`config.mk`:
```
export PLATFORM = sky130hd
export DESIGN_NAME = ps2_scancode_receiver_flat
export DESIGN_NICKNAME = d
export VERILOG_FILES = /design/src/rtl/ps2_scancode_receiver_if.sv /design/src/rtl/ps2_scancode_receiver.sv /design/src/flat_wrapper.sv
export SDC_FILE = /design/constraint.sdc
export NUM_CORES = 1
export LEC_CHECK = 0
export BUFFER_PORTS_ARGS = -buffer_cell sky130_fd_sc_hd__buf_2
export CORE_UTILIZATION = 33
export DETAILED_ROUTE_END_ITERATION = 6
export HOLD_SLACK_MARGIN = 0.02
export SLEW_MARGIN = 20
export SYNTH_ARGS = -nofsm -noshare
export SYNTH_HDL_FRONTEND = slang
export SYNTH_SLANG_ARGS = --single-unit
```
`constraint.sdc`:
```
create_clock -name clk -period 4 [get_ports clk]
set_input_delay 0.4 -clock clk [delete_from_list [all_inputs] [get_ports clk]]
set_output_delay 0.4 -clock clk [all_outputs]
set_load 0.03 [all_outputs]
```
`src/rtl/ps2_scancode_receiver_if.sv`:
```
// Scan-code delivery channel: FWFT head entry with a valid/ready handshake.
// The receiver drives the master side and the downstream glyph path the slave side.
interface ps2_scancode_receiver_if;
    logic       code_valid;
    logic       code_ready;
    logic [7:0] code;
    logic       code_ext;
    logic       code_break;

    modport master (output code_valid, code, code_ext, code_break, input code_ready);
    modport slave  (input code_valid, code, code_ext, code_break, output code_ready);
endinterface

```
`src/rtl/ps2_scancode_receiver.sv`:
```
// PS/2 keyboard receiver: frame check, E0/F0 prefix folding and a FWFT scan-code FIFO.
// Define PS2_BREAK_FILTER_EN to drop break codes so only make codes reach the consumer.
module ps2_scancode_receiver #(
    parameter int DEPTH          = 4,
    parameter int TIMEOUT_CYCLES = 50000
) (
    input  logic                          clk,
    input  logic                          rst_n,
    input  logic                          ps2_clk,
    input  logic                          ps2_data,
    ps2_scancode_receiver_if.master       code_if,
    output logic                          parity_err,
    output logic                          frame_err,
    output logic                          overflow
);
    localparam int AW = $clog2(DEPTH);
    localparam int CW = AW + 1;
    localparam int TW = $clog2(TIMEOUT_CYCLES + 1);
`ifdef PS2_BREAK_FILTER_EN
    localparam int EW = 9;
`else
    localparam int EW = 10;
`endif

    typedef enum logic [1:0] {IDLE, DATA, PARITY, STOP} state_e;

    // Synchronisers idle high like the bus so reset never fakes a falling edge
    logic kclk_s1_q, kclk_s2_q, kclk_prev_q;
    logic kdat_s1_q, kdat_s2_q;
    logic fall;

    always_ff @(posedge clk) begin
        if (!rst_n) begin
            kclk_s1_q   <= 1'b1;
            kclk_s2_q   <= 1'b1;
            kclk_prev_q <= 1'b1;
            kdat_s1_q   <= 1'b1;
            kdat_s2_q   <= 1'b1;
        end else begin
            kclk_s1_q   <= ps2_clk;
            kclk_s2_q   <= kclk_s1_q;
            kclk_prev_q <= kclk_s2_q;
            kdat_s1_q   <= ps2_data;
            kdat_s2_q   <= kdat_s1_q;
        end
    end

    assign fall = kclk_prev_q & ~kclk_s2_q;

    state_e          state_q, state_d;
    logic [2:0]      bit_cnt_q, bit_cnt_d;
    logic [7:0]      shift_q, shift_d;
    logic            par_q, par_d;
    logic [TW-1:0]   to_cnt_q, to_cnt_d;
    logic            ext_q, ext_d, brk_q, brk_d;
    logic            perr_q, perr_d, ferr_q, ferr_d, ovf_q, ovf_d;
    logic            push_req;

    always_ff @(posedge clk) begin
        if (!rst_n) begin
            state_q   <= IDLE;
            bit_cnt_q <= '0;
            shift_q   <= '0;
            par_q     <= 1'b0;
            to_cnt_q  <= '0;
            ext_q     <= 1'b0;
            brk_q     <= 1'b0;
            perr_q    <= 1'b0;
            ferr_q    <= 1'b0;
            ovf_q     <= 1'b0;
        end else begin
            state_q   <= state_d;
            bit_cnt_q <= bit_cnt_d;
            shift_q   <= shift_d;
            par_q     <= par_d;
            to_cnt_q  <= to_cnt_d;
            ext_q     <= ext_d;
            brk_q     <= brk_d;
            perr_q    <= perr_d;
            ferr_q    <= ferr_d;
            ovf_q     <= ovf_d;
        end
    end

    always_comb begin
        state_d   = state_q;
        bit_cnt_d = bit_cnt_q;
        shift_d   = shift_q;
        par_d     = par_q;
        ext_d     = ext_q;
        brk_d     = brk_q;
        perr_d    = 1'b0;
        ferr_d    = 1'b0;
        push_req  = 1'b0;
        to_cnt_d  = (state_q == IDLE) ? '0 : to_cnt_q + 1'b1;

        if (fall) begin
            to_cnt_d = '0;
            unique case (state_q)
                IDLE: begin
                    if (!kdat_s2_q) begin
                        state_d   = DATA;
                        bit_cnt_d = '0;
                    end
                end
                DATA: begin
                    shift_d   = {kdat_s2_q, shift_q[7:1]};
                    bit_cnt_d = bit_cnt_q + 1'b1;
                    if (bit_cnt_q == 3'd7) state_d = PARITY;
                end
                PARITY: begin
                    par_d   = kdat_s2_q;
                    state_d = STOP;
                end
                STOP: begin
                    state_d = IDLE;
                    // Odd parity: data bits plus parity bit must XOR to 1
                    if (!(^shift_q ^ par_q)) begin
                        perr_d = 1'b1;
                        ext_d  = 1'b0;
                        brk_d  = 1'b0;
                    end else if (!kdat_s2_q) begin
                        ferr_d = 1'b1;
                        ext_d  = 1'b0;
                        brk_d  = 1'b0;
                    end else if (shift_q == 8'hE0) begin
                        ext_d = 1'b1;
                    end else if (shift_q == 8'hF0) begin
                        brk_d = 1'b1;
                    end else begin
`ifdef PS2_BREAK_FILTER_EN
                        push_req = !brk_q;
`else
                        push_req = 1'b1;
`endif
                        ext_d = 1'b0;
                        brk_d = 1'b0;
                    end
                end
                default: state_d = IDLE;
            endcase
        end else if (state_q != IDLE && to_cnt_q == TW'(TIMEOUT_CYCLES - 1)) begin
            state_d  = IDLE;
            to_cnt_d = '0;
            ferr_d   = 1'b1;
            ext_d    = 1'b0;
            brk_d    = 1'b0;
        end
    end

    // FWFT FIFO; a full FIFO still accepts a push when the head pops in the same cycle
    logic [EW-1:0] mem_q [DEPTH];
    logic [AW-1:0] wptr_q, rptr_q;
    logic [CW-1:0] count_q;
    logic [EW-1:0] push_data, head;
    logic          full, pop, do_push, valid;

`ifdef PS2_BREAK_FILTER_EN
    assign push_data = {ext_q, shift_q};
`else
    assign push_data = {ext_q, brk_q, shift_q};
`endif

    assign valid   = (count_q != '0);
    assign full    = (count_q == CW'(DEPTH));
    assign pop     = valid & code_if.code_ready;
    assign do_push = push_req & (~full | pop);
    assign ovf_d   = push_req & full & ~pop;
    assign head    = mem_q[rptr_q];

    always_ff @(posedge clk) begin
        if (do_push) mem_q[wptr_q] <= push_data;
    end

    always_ff @(posedge clk) begin
        if (!rst_n) begin
            wptr_q  <= '0;
            rptr_q  <= '0;
            count_q <= '0;
        end else begin
            if (do_push) wptr_q <= wptr_q + 1'b1;
            if (pop)     rptr_q <= rptr_q + 1'b1;
            count_q <= count_q + CW'(do_push) - CW'(pop);
        end
    end

    assign code_if.code_valid = valid;
    assign code_if.code       = valid ? head[7:0] : 8'h00;
    assign code_if.code_ext   = valid & head[EW-1];
`ifdef PS2_BREAK_FILTER_EN
    assign code_if.code_break = 1'b0;
`else
    assign code_if.code_break = valid & head[8];
`endif

    assign parity_err = perr_q;
    assign frame_err  = ferr_q;
    assign overflow   = ovf_q;
endmodule

```
`src/flat_wrapper.sv`:
```
// flat-port wrapper written by rule: the top's interface ports become plain ports
module ps2_scancode_receiver_flat 
#(
    parameter int DEPTH          = 4,
    parameter int TIMEOUT_CYCLES = 50000
)
  (clk, rst_n, ps2_clk, ps2_data, parity_err, frame_err, overflow, code_if_code_valid, code_if_code, code_if_code_ext, code_if_code_break, code_if_code_ready);
  ps2_scancode_receiver_if code_if_i ();
  input  logic clk;
  input  logic rst_n;
  input  logic ps2_clk;
  input  logic ps2_data;
  output logic parity_err;
  output logic frame_err;
  output logic overflow;
  output wire logic [$bits(code_if_i.code_valid)-1:0] code_if_code_valid;
  output wire logic [$bits(code_if_i.code)-1:0] code_if_code;
  output wire logic [$bits(code_if_i.code_ext)-1:0] code_if_code_ext;
  output wire logic [$bits(code_if_i.code_break)-1:0] code_if_code_break;
  input wire logic [$bits(code_if_i.code_ready)-1:0] code_if_code_ready;
  assign code_if_code_valid = code_if_i.code_valid;
  assign code_if_code = code_if_i.code;
  assign code_if_code_ext = code_if_i.code_ext;
  assign code_if_code_break = code_if_i.code_break;
  assign code_if_i.code_ready = code_if_code_ready;
  ps2_scancode_receiver #(.DEPTH(DEPTH), .TIMEOUT_CYCLES(TIMEOUT_CYCLES)) u_core (.clk(clk), .rst_n(rst_n), .ps2_clk(ps2_clk), .ps2_data(ps2_data), .code_if(code_if_i), .parity_err(parity_err), .frame_err(frame_err), .overflow(overflow));
endmodule
```
-- After elaboration in Yosys (flattened, before gate mapping)
Memories as Yosys holds them, arrays and structs flattened. A register that Yosys moved wholly into a read port is not among the register bits.
Index checks and enable logic that the tools add are counted.
- $add $sub $neg: 6
- bitwise gates (word level): 13
- mux-type cells: 37
- equality and inequality tests: 14
- reductions and logical operators: 15
- operators by type and width (kind ; number):
    1-bit two-way mux ; 27
    16-bit by 1-bit adder with 16-bit output, second input constant ; 1
    16-bit == test, second input constant ; 1
    8-bit == test, second input constant ; 2
    3-bit AND reduction ; 5
    2-bit two-way mux ; 6
    8-bit two-way mux ; 1
    2-bit one-hot mux with 4 select lines ; 1
    8-bit parity ; 1
    1-bit bitwise AND ; 7
    3-bit == test, second input constant ; 2
    3-bit != test, second input constant ; 2
    3-bit one-hot mux with 2 select lines ; 1
    2-bit nonzero test ; 3
    5-bit != test, second input constant ; 1
    2-bit by 1-bit adder with 2-bit output, second input constant ; 2
    2-bit == test, second input constant ; 2
    2-bit != test, second input constant ; 2
    4-bit != test, second input constant ; 1
    1-bit inverter ; 4
    2-bit AND reduction ; 2
    4-bit OR reduction ; 1
    3-bit by 1-bit adder with 3-bit output ; 1
    3-bit by 1-bit adder with 3-bit output, second input constant ; 1
    8 further kinds ; 8
- memory bits (writable): 40
- output and inout bits: 14
- input port bits: 5
- memories kept: 1
- logic and storage cells: 104
- flip-flop bits (word level): 47
- memories (name ; depth ; width ; rd ports ; clocked after memory_dff ; wr ports ; line ; text):
    u_core.mem_q ; 4 ; 10 ; 1 ; 1 ; 1 ; ps2_scancode_receiver.sv:152 ; logic [EW-1:0] mem_q [DEPTH];

-- Depth between registers and ports, before layout
Gate-level depths: netlist of run 1.
- depth after elaboration: 10
- depth in mapped cells: 11
- mapped depth without buffers: 11

-- Least setup slack after synthesis of run 1
OpenSTA, ideal clock, no wires.
- kind: flip-flop to flip-flop
- start: reg u_core.shift_q[6]
- end: reg u_core.count_q[2]
- data required time: 3.885 ns
- slack: 1.329 ns
- setup time: 0.115 ns
- arrival: 2.556 ns
- stages on the path, launching flop included: 11
- path buffers: 0
- period minus slack after synthesis: 2.671 ns
- cell sequence: dfxtp_1 -> ha_1 -> xnor3_1 -> xnor2_1 -> nor4_4 -> ha_1 -> inv_1 -> fa_1 -> xnor2_1 -> xnor2_1 -> and2_1
- cells in the longest elaborated chain, start to end: 10
- elaborated cells on any way between the ends: 13
- RTL lines (what ; line ; text):
    start: declaration ; ps2_scancode_receiver.sv:52 ; logic [7:0] shift_q, shift_d;
    start signal: assignment ; ps2_scancode_receiver.sv:74 ; shift_q <= shift_d;
    8-bit == test ; ps2_scancode_receiver.sv:128 ; end else if (shift_q == 8'hF0) begin
    1-bit two-way mux ; ps2_scancode_receiver.sv:128 ;
    1-bit two-way mux ; ps2_scancode_receiver.sv:126 ; end else if (shift_q == 8'hE0) begin
    1-bit two-way mux ; ps2_scancode_receiver.sv:122 ; end else if (!kdat_s2_q) begin
    1-bit two-way mux (*) ; ps2_scancode_receiver.sv:118 ; if (!(^shift_q ^ par_q)) begin
    1-bit two-way mux (*) ; ps2_scancode_receiver.sv:99 ; unique case (state_q)
    1-bit two-way mux (*) ; ps2_scancode_receiver.sv:97 ; if (fall) begin
    1-bit bitwise AND (*) ; ps2_scancode_receiver.sv:167 ; assign do_push = push_req & (~full | pop);
    net u_core.do_push ; ps2_scancode_receiver.sv:156 ; logic full, pop, do_push, valid;
    3-bit by 1-bit adder with 3-bit output (*) ; ps2_scancode_receiver.sv:183 ; count_q <= count_q + CW'(do_push) - CW'(pop);
    3-bit by 1-bit subtractor with 3-bit output (*) ; ps2_scancode_receiver.sv:183 ;
    end signal: assignment ; ps2_scancode_receiver.sv:183 ;
    end: declaration ; ps2_scancode_receiver.sv:154 ; logic [CW-1:0] count_q;
The timed path passes the listed nets; every way through them passes the cells marked *.
A chain may end at the register's enable or synchronous reset.

-- Worst setup path in the final report of run 1
Ends and elaborated chain as after synthesis.

==> results of run 1 <==
[metal layers]
metal	share of wire, %	GRT usage [%]	vias up
met5	0	0	-
met1	50	16.5	1122
met2	45	18.5	54
met4	0.99	5.08	0
li1	-	-	1169
met3	4.1	2.82	6
[per-stage QoR]
step / area, um^2 / hold slack (ns) / setup slack, ns / power, mW
after CTS: 4370 / 0.234 / 1.12 / 2.28
after global routing: 4370 / 0.252 / 0.934 / 2.36
after detailed placement: 4090 / 0.394 / 1.13 / 1.50
after floorplan: 3870 / 0.386 / 1.33 / 1.39
final: 4370 / 0.243 / 1.12 / 2.24
after global placement: 4090 / 0.391 / 1.19 / 1.50
[area by class of cell]
type,instances,share of cell area [%]
inverters,17,1.46
repair buffers,19,2.23
multi-input cells,202,35.9
clock inverters,6,1.12
clock buffers,10,5.24
well taps,143,4.10
flip-flops and latches,89,50.0
[worst max-delay path by stage]
stage | slack [ns] | startpoint | cells after the start | to
final | 1.12 | u_core.shift_q[6] | 10 | u_core.count_q[2]
after global routing | 0.93 | u_core.shift_q[6] | 10 | u_core.count_q[2]
after CTS | 1.12 | u_core.shift_q[6] | 10 | u_core.count_q[2]
after global placement | 1.19 | u_core.shift_q[6] | 10 | u_core.count_q[2]
after floorplan | 1.33 | u_core.shift_q[6] | 10 | u_core.count_q[2]
after detailed placement | 1.13 | u_core.shift_q[6] | 10 | u_core.count_q[2]
[cells in the mapped netlist]
cell,count
a21boi_0,10
a21boi_2,1
a21oi_1,4
a32oi_1,1
and2_1,20
and3_1,1
and4_1,2
and4_2,1
buf_1,1
buf_2,1
buf_6,2
clkbuf_1,7
dfxtp_1,49
edfxtp_1,40
fa_1,1
ha_1,18
inv_1,17
mux4_2,10
nand2_1,24
nand2b_1,6
nand3_1,19
nand4_1,6
nand4b_1,1
nor2_1,22
nor2b_1,5
nor3_1,5
nor4_1,2
nor4_4,2
o211ai_1,2
o21a_1,2
o21ai_0,5
o31a_1,1
o31ai_1,2
o41ai_2,1
or3_1,2
or4_4,1
or4b_1,1
or4b_2,1
or4b_4,1
xnor2_1,11
xnor3_1,1
xor2_1,10
[registers in the layout, summed over array words and instances, names as in the netlist, 2 cells and up, named ones only]
register,count
u_core.state_q,2
u_core.mem_q,40
u_core.bit_cnt_q,3
u_core.shift_q,8
u_core.count_q,3
u_core.to_cnt_q,16
u_core.rptr_q,2
u_core.wptr_q,2
[cell families (layout without fill, tap and decap cells)]
family / after synthesis / after routing
AND/OR/NAND/NOR: 122 / 122
flip-flops: 89 / 89
AO/OA/AOI/OAI: 29 / 29
buffers and inverters: 28 / 52
XOR/XNOR: 22 / 22
adder cells (fa/ha/maj): 19 / 19
multiplexers: 10 / 10
[where the power goes]
group / internal [mW] / total, mW / switching (mW)
registers: 0.973 / 1.03 / 0.0573
clock network: 0.428 / 0.774 / 0.346
logic: 0.189 / 0.440 / 0.251
total: 1.59 / 2.24 / 0.654
==> flow_summary.toml, run 1 <==
[global_route]
grt_pass1_vias = 2211
grt_use_total_pct = 12.1
antenna_found_initial = 0
grt_max_degree = 36
overflow = 0
grt_pass1_wl_mm = 11.0

[run]
cap_violations = 0

[worst_hold_path]
hp-class = "input pin to register"
hold_end = "u_core.kclk_s1_q"
hold_depth = 2
min_from = "ps2_clk"

[route]
first_pass_iters = 5
viasPerCell = 4.84
wl_per_cell_um = 13.5
ant_nets = 0
wl_mm = 6.56
vias = 2351
dr.first_iter.drc_count = 88
remaining_drc_errors = 0

[setup_path]
r2r_setup_slack_ns = 1.12
timing.rr.end = "u_core.count_q[2]"
critPathBufInv = 1
cp_top_family = "adder cells"
crit_required_ns = 4.23
r2r-start = "u_core.shift_q[6]"
crit_chain = "ha_1 > xnor3_1 > xnor2_1 > nor4_4 > ha_1 > inv_1 > fa_1 > xnor2_1 > xnor2_1 > and2_1"
worst_setup_path_start_kind = "register"
cpMostUsedCell = "xnor2_1"
path_max_fanout = 8
slowest_stage = "dfxtp_1"
path_class = "register to register"
cp.arrival_ns = 3.11
reg2regPathDepth = 10
worstSetupEndpointType = "register"
cp_slowest_stage_delay_ns = 0.43

[placed_design]
dp.cells = 470
dp_hpwl_mm = 4.42
port_buffers = 18
gp_congestion = 0.726

[clocking]
clk_latency_ns = 0.34
hold_buffers = 0
path_clk_slew_ns = 0.06
cts_setup_buffers = 0
cts_max_path_buffers = 2
cts_tree = "done"
htree_levels = 3
ctsResizeCount = 0
cts-buffers-inserted = 9
clock-sinks = 89
cts_root_buffer = "clkbuf_16"

[yosys]
synth_top_family_by_area = "simple AND/OR/NAND/NOR gates"
synth.avg_cell_area_um2 = 12.1
synth_fa_ha_area_share_pct = 6.34
yosys.area.top_type_share_pct = 31.0
muxShareOfSynthArea_pct = 5.82
synthDistinctLibCells = 42
synth_xor_area_share_pct = 5.33
synth_compound_gate_area_share_pct = 5.43
yosys_warnings = 0
ys_seq_elements = 89
synthCells = 319
synthSimpleGateAreaFrac_pct = 17.6
synth.yosys.seq_area_share_pct = 56.4
syn_area_um2 = 3870
synth_top_area_cell = "edfxtp_1"
yosys-top-cells-area = "edfxtp_1 31%, dfxtp_1 25%, ha_1 5.8%"
syn_nets = 343

[floorplan]
rows = 39
ioPinCount = 19
dieArea_um2 = 12200
die_h_um = 110
coreArea_um2 = 11400
initial_core_util_pct = 33.9
die_x_um = 110

[cells_and_area]
finalNetCount = 362
fin_util_pct = 38.2
area.sequential_um2 = 2180
layout-drive-gt1-share_pct = 15.2
area_growth_pct = 12.8
antenna_cells = 0
final_cell_mix = "49 x dfxtp_1, 40 x edfxtp_1, 24 x nand2_1"
multiInputGateArea_um2 = 1570
nFillCells = 1118
final_common_cell = "dfxtp_1"
fin_cells = 486

[sta]
setup_viol = 0
rsz0062_at_grt = "no"
worst-slew-pin-transition_ns = 0.719
period_needed_ns = 2.88
skew_ns = 0.00862
fmax_ghz = 0.348
tns_ns = 0
slew_headroom_pct = 52.0
hold_violations = 0
final_max_slew_viol_count = 0
fin_crit_sh_pct = 71.9

[pwr]
ir_worst_vdd_mv = 0.322
leakagePower_nw = 1.48
power.density_nw_per_um2 = 514

[status]
status = "finished clean"
Power figures use the tool's default switching activity.
==> inputs of run 2 (changes only) <==
==> constraint.sdc (replaced) <==
create_clock -name clk -period 2.3 [get_ports clk]
set_input_delay 0.23 -clock clk [delete_from_list [all_inputs] [get_ports clk]]
set_output_delay 0.23 -clock clk [all_outputs]
set_load 0.03 [all_outputs]
==> run 2 against run 1 <==
The run now ends with setup timing left. Critical path type unchanged. Core utilization rose by 2.3 points. Non-clock buffer count is 24 higher. Power increased by 89%. Sequential power up 68%. Die area unchanged. Sequential share of layout area decreased by 2.7 points. Register-to-register slack got worse by 1.2 ns. Critical path depth did not move. Final cell count grew 4.9%. Highest routed layer unchanged.
==> flow_summary.toml, run 2 (same netlist as run 1, synthesis figures left out) <==
[sta]
worst-slew-pin-transition_ns = 0.488
setup_viol = 1
slew_headroom_pct = 67.4
period_needed_ns = 2.40
skew_ns = 0.00792
rsz0062_at_grt = "yes"
fin_crit_sh_pct = 104
hold_violations = 0
whs_ns = 0.0733
fmax_ghz = 0.417
tns_ns = -0.100
final_max_slew_viol_count = 0
final.setup.worst_slack_ns = -0.100

[route]
viasPerCell = 4.74
first_pass_iters = 4
wl_per_cell_um = 12.9
ant_nets = 0
vias = 2416
wl_mm = 6.58
remaining_drc_errors = 0
dr.first_iter.drc_count = 98

[setup_path]
cp_top_family = "adder cells"
reg2regPathDepth = 10
worstSetupEndpointType = "register"
cp_num_cells = 10
path_max_fanout = 2
slowest_stage = "xnor3_1"
path_class = "register to register"
worst_setup_path_start_kind = "register"
cpMostUsedCell = "xnor2_2"
crit_required_ns = 2.53
cp.arrival_ns = 2.63
cp_slowest_stage_delay_ns = 0.36
critPathBufInv = 1
crit_chain = "ha_4 > xnor3_1 > xnor2_2 > nor4_4 > ha_2 > inv_2 > fa_2 > xnor2_2 > xnor2_1 > and2_1"

[global_route]
antenna_found_initial = 0
grt_use_total_pct = 12.5
grt_max_degree = 35
grt_pass1_vias = 2405
grt_pass1_wl_mm = 11.5
overflow = 0

[clocking]
htree_levels = 3
cts-buffers-inserted = 9
clk_latency_ns = 0.33
clock-sinks = 89
path_clk_slew_ns = 0.07
cts_tree = "done"
cts_max_path_buffers = 2
hold_buffers = 0
cts_root_buffer = "clkbuf_16"

[placed_design]
postPlaceCellArea_um2 = 4300
gp_congestion = 0.773
dp.cells = 494
pre_cts_slack_ns = -0.150
port_buffers = 18
dp_hpwl_mm = 4.57

[pwr]
ir_worst_vdd_mv = 0.587
leakagePower_nw = 1.60
power.density_nw_per_um2 = 916

[run]
cap_violations = 0

[status]
status = "finished with violations"
violations = "setup timing"

[floorplan]
coreArea_um2 = 11400
initial_core_util_pct = 33.9
die_x_um = 110
ioPinCount = 19
rows = 39
die_h_um = 110
dieArea_um2 = 12200

[cells_and_area]
nFillCells = 1103
top_register = "u_core.mem_q"
reg_top3 = "u_core.mem_q: 40 flops, u_core.to_cnt_q: 16 flops, u_core.shift_q: 8 flops"
fin_cells = 510
layout-drive-gt1-share_pct = 24.0
design_area_um2 = 4630
area_growth_pct = 19.6
final_common_cell = "dfxtp_1"
largest_register_ffs = 40
final_cell_mix = "46 x dfxtp_1, 40 x edfxtp_1, 25 x buf_4"
area.sequential_um2 = 2190
antenna_cells = 0
finalNetCount = 386
multiInputGateArea_um2 = 1610

[worst_hold_path]
hp-class = "input pin to register"
hold_depth = 2
[run 2: cell types whose count changed in the layout (fill, tap and decap cells not counted), moves of 2 or more]
cell     previous run  this run
buf_4               1        25
dfxtp_1            49        46
dfxtp_2             0         3
ha_1               18        16
inv_8               1         3
xnor2_1            11         9
xnor2_2             0         2
[run 2: per-stage QoR]
stage                     util, %  power [mW]
after CTS                    40.4        4.28
final                        40.5        4.24
after floorplan                 -        2.47
after detailed placement     37.6        2.76
after global placement       37.6        2.72
after global routing         40.5        4.47
[run 2: what timing repair did]
action | CTS | global route
buffers inserted | 0 | 0
endpoints found under the setup margin | 1 | 2
resized for setup | 1 | 4
[run 2: worst paths after layout]
| check | end | slack, ns | from |
|---|---|---|---|
| worst min-delay path | u_core.kdat_s1_q | 0.07 | ps2_data |
| worst max-delay path | u_core.count_q[2] | -0.10 | u_core.shift_q[7] |
| worst max register to register | u_core.count_q[2] | -0.10 | u_core.shift_q[7] |
| worst min register to register | u_core.kdat_s2_q | 0.41 | u_core.kdat_s1_q |
[run 2: layout make-up]
class	count	area share, %
clock buffer	9	4.87
clock inverter	7	1.84
inverter	17	1.38
multi-input combinational	202	34.8
sequential	89	47.2
tap	143	3.87
timing repair buffer	43	6.00
[run 2: routing by layer]
layer	track usage (%)	up-vias	share of wire, %
met5	0	-	0
met4	4.42	0	1.3
met3	3.47	9	3.7
met2	20.4	49	47
met1	15.9	1147	48
li1	-	1211	-
[run 2: power breakdown]
group	total [mW]	internal, mW	switching, mW
sequential	1.73	1.69	0.0412
clock	1.51	0.867	0.645
combinational	0.993	0.429	0.564
==> inputs of run 3 (changes only) <==
--- a/config.mk
+++ b/config.mk
@@ -9,6 +9,7 @@
 export CORE_UTILIZATION = 33
 export DETAILED_ROUTE_END_ITERATION = 6
 export HOLD_SLACK_MARGIN = 0.02
+export PLACE_DENSITY = 0.5
 export SLEW_MARGIN = 20
 export SYNTH_ARGS = -nofsm -noshare
 export SYNTH_HDL_FRONTEND = slang
==> constraint.sdc (replaced) <==
create_clock -name clk -period 2.2 [get_ports clk]
set_input_delay 0.22 -clock clk [delete_from_list [all_inputs] [get_ports clk]]
set_output_delay 0.22 -clock clk [all_outputs]
set_load 0.03 [all_outputs]
==> run 3 against run 2 <==
Largest cell class unchanged. Die area unchanged. Largest power group unchanged. Critical path type unchanged. The flow still finishes with violations (setup timing). Non-clock buffer count increased by 4. Cell area increased by 1.3%. Highest routed layer unchanged.
==> flow_summary.toml, run 3 (same netlist as run 1, synthesis figures left out) <==
[status]
status = "finished with violations"
violations = "setup timing"

[floorplan]
die_h_um = 110
rows = 39
dieArea_um2 = 12200
initial_core_util_pct = 33.9
die_x_um = 110
coreArea_um2 = 11400
ioPinCount = 19

[clocking]
cts-buffers-inserted = 9
cts_root_buffer = "clkbuf_16"
cts_tree = "done"
cts_max_path_buffers = 2
htree_levels = 3
path_clk_slew_ns = 0.07
hold_buffers = 0
clock-sinks = 89
clk_latency_ns = 0.34

[global_route]
overflow = 0
grt_pass1_vias = 2363
grt_max_degree = 35
antenna_found_initial = 0
grt_use_total_pct = 12.7
grt_pass1_wl_mm = 11.6

[setup_path]
r2r-start = "u_core.shift_q[6]"
worstSetupEndpointType = "register"
crit_start = "u_core.shift_q[6]"
slowest_stage = "dfxtp_2"
path_max_fanout = 2
crit_chain = "ha_4 > xnor3_1 > xnor2_2 > nor4_4 > ha_2 > inv_2 > fa_2 > xnor2_1 > xnor2_1 > and2_1"
path_class = "register to register"
worst_setup_path_start_kind = "register"
cp_slowest_stage_delay_ns = 0.34
cpMostUsedCell = "xnor2_1"
cp.arrival_ns = 2.62
crit_required_ns = 2.44

[pwr]
ir_worst_vdd_mv = 0.570
total_power_mw = 4.26
leakagePower_nw = 1.65
power.density_nw_per_um2 = 909

[sta]
setup_viol = 2
fin_crit_sh_pct = 108
rsz0062_at_grt = "yes"
period_needed_ns = 2.38
worst-slew-pin-transition_ns = 0.535
slew_headroom_pct = 64.3
hold_violations = 0
final_max_slew_viol_count = 0
fmax_ghz = 0.420
skew_ns = 0.00773
final.setup.worst_slack_ns = -0.183

[route]
remaining_drc_errors = 0
viasPerCell = 4.68
ant_nets = 0
wl_mm = 6.88
first_pass_iters = 4
vias = 2405
dr.first_iter.drc_count = 61
wl_per_cell_um = 13.4

[cells_and_area]
layout-drive-gt1-share_pct = 24.8
area_growth_pct = 21.1
fin_util_pct = 41.0
antenna_cells = 0
finalNetCount = 390
reg_top3 = "u_core.mem_q: 40 flops, u_core.to_cnt_q: 16 flops, u_core.shift_q: 8 flops"
final_common_cell = "dfxtp_1"
fin_cells = 514
largest_register_ffs = 40
final_cell_mix = "46 x dfxtp_1, 40 x edfxtp_1, 24 x nand2_1, 24 x buf_4, 22 x nor2_1"
top_register = "u_core.mem_q"

[run]
cap_violations = 0

[placed_design]
port_buffers = 18
dp_hpwl_mm = 4.78
gp_congestion = 0.771
dp.cells = 497
pre_cts_slack_ns = -0.238

[worst_hold_path]
hp-class = "input pin to register"
min_from = "ps2_clk"
==> run 3: cell types whose count changed in the layout (fill, tap and decap cells not counted), moves of 2 or more <==
| cell | change |
|---|---|
| buf_12 | +4 |
| and2_1 | -3 |
| and2_4 | +3 |
| inv_8 | -3 |
| clkinv_4 | +2 |
==> run 3: final cells by class <==
cell class	count	area, um^2
fillers	1108	6730
flip-flops and latches	89	2190
multi-input cells	202	1600
repair buffers	47	362
clock buffers	10	250
well taps	143	179
inverters	17	63.8
clock inverters	6	47.5
==> run 3: repair_timing <==
action	CTS	global route
buffers inserted	0	1
gates resized for setup	1	5
setup endpoints to repair	1	2
==> run 3: critical path: cells and delay by family (launching register included) <==
family / cells / cell delay [ns]
xor+xnor: 4 / 0.76
fa+ha+maj: 3 / 0.80
buf+inv: 1 / 0.03
flops: 1 / 0.34
simple gates: 2 / 0.35
==> run 3: through the flow <==
| stage | TNS, ns | cell area, um^2 | hold WS (ns) |
|---|---|---|---|
| final | -0.189 | 4690 | 0.0713 |
| after global placement | -0.203 | 4370 | 0.397 |
| after floorplan | -0.431 | 3900 | 0.293 |
| after detailed placement | -0.238 | 4370 | 0.397 |
| after global routing | -0.498 | 4690 | 0.0800 |
| after CTS | -0.235 | 4670 | 0.0706 |
==> run 3: final timing paths <==
path                                     endpoint  slack, ns  cells after the start
worst max-delay path            u_core.count_q[2]      -0.18                     10
worst min register to register   u_core.kclk_s2_q       0.41                      1
worst max register to register  u_core.count_q[2]      -0.18                     10
worst min-delay path             u_core.kclk_s1_q       0.07                      2
==> run 3: where the power goes <==
part           total, mW  leakage [nW]  internal (mW)  switching, mW
clock               1.50         0.145          0.844          0.659
sequential          1.81         0.769           1.77         0.0380
combinational      0.950         0.736          0.415          0.535
total               4.26          1.65           3.03           1.23
==> run 3: per-layer routing <==
layer / global-route usage [%] / up-vias / share of wire [%]
met5: 0 / - / 0
li1: - / 1229 / -
met4: 5.92 / 0 / 1.9
met2: 19.3 / 26 / 46
met3: 2.47 / 11 / 2.2
met1: 17.4 / 1139 / 50
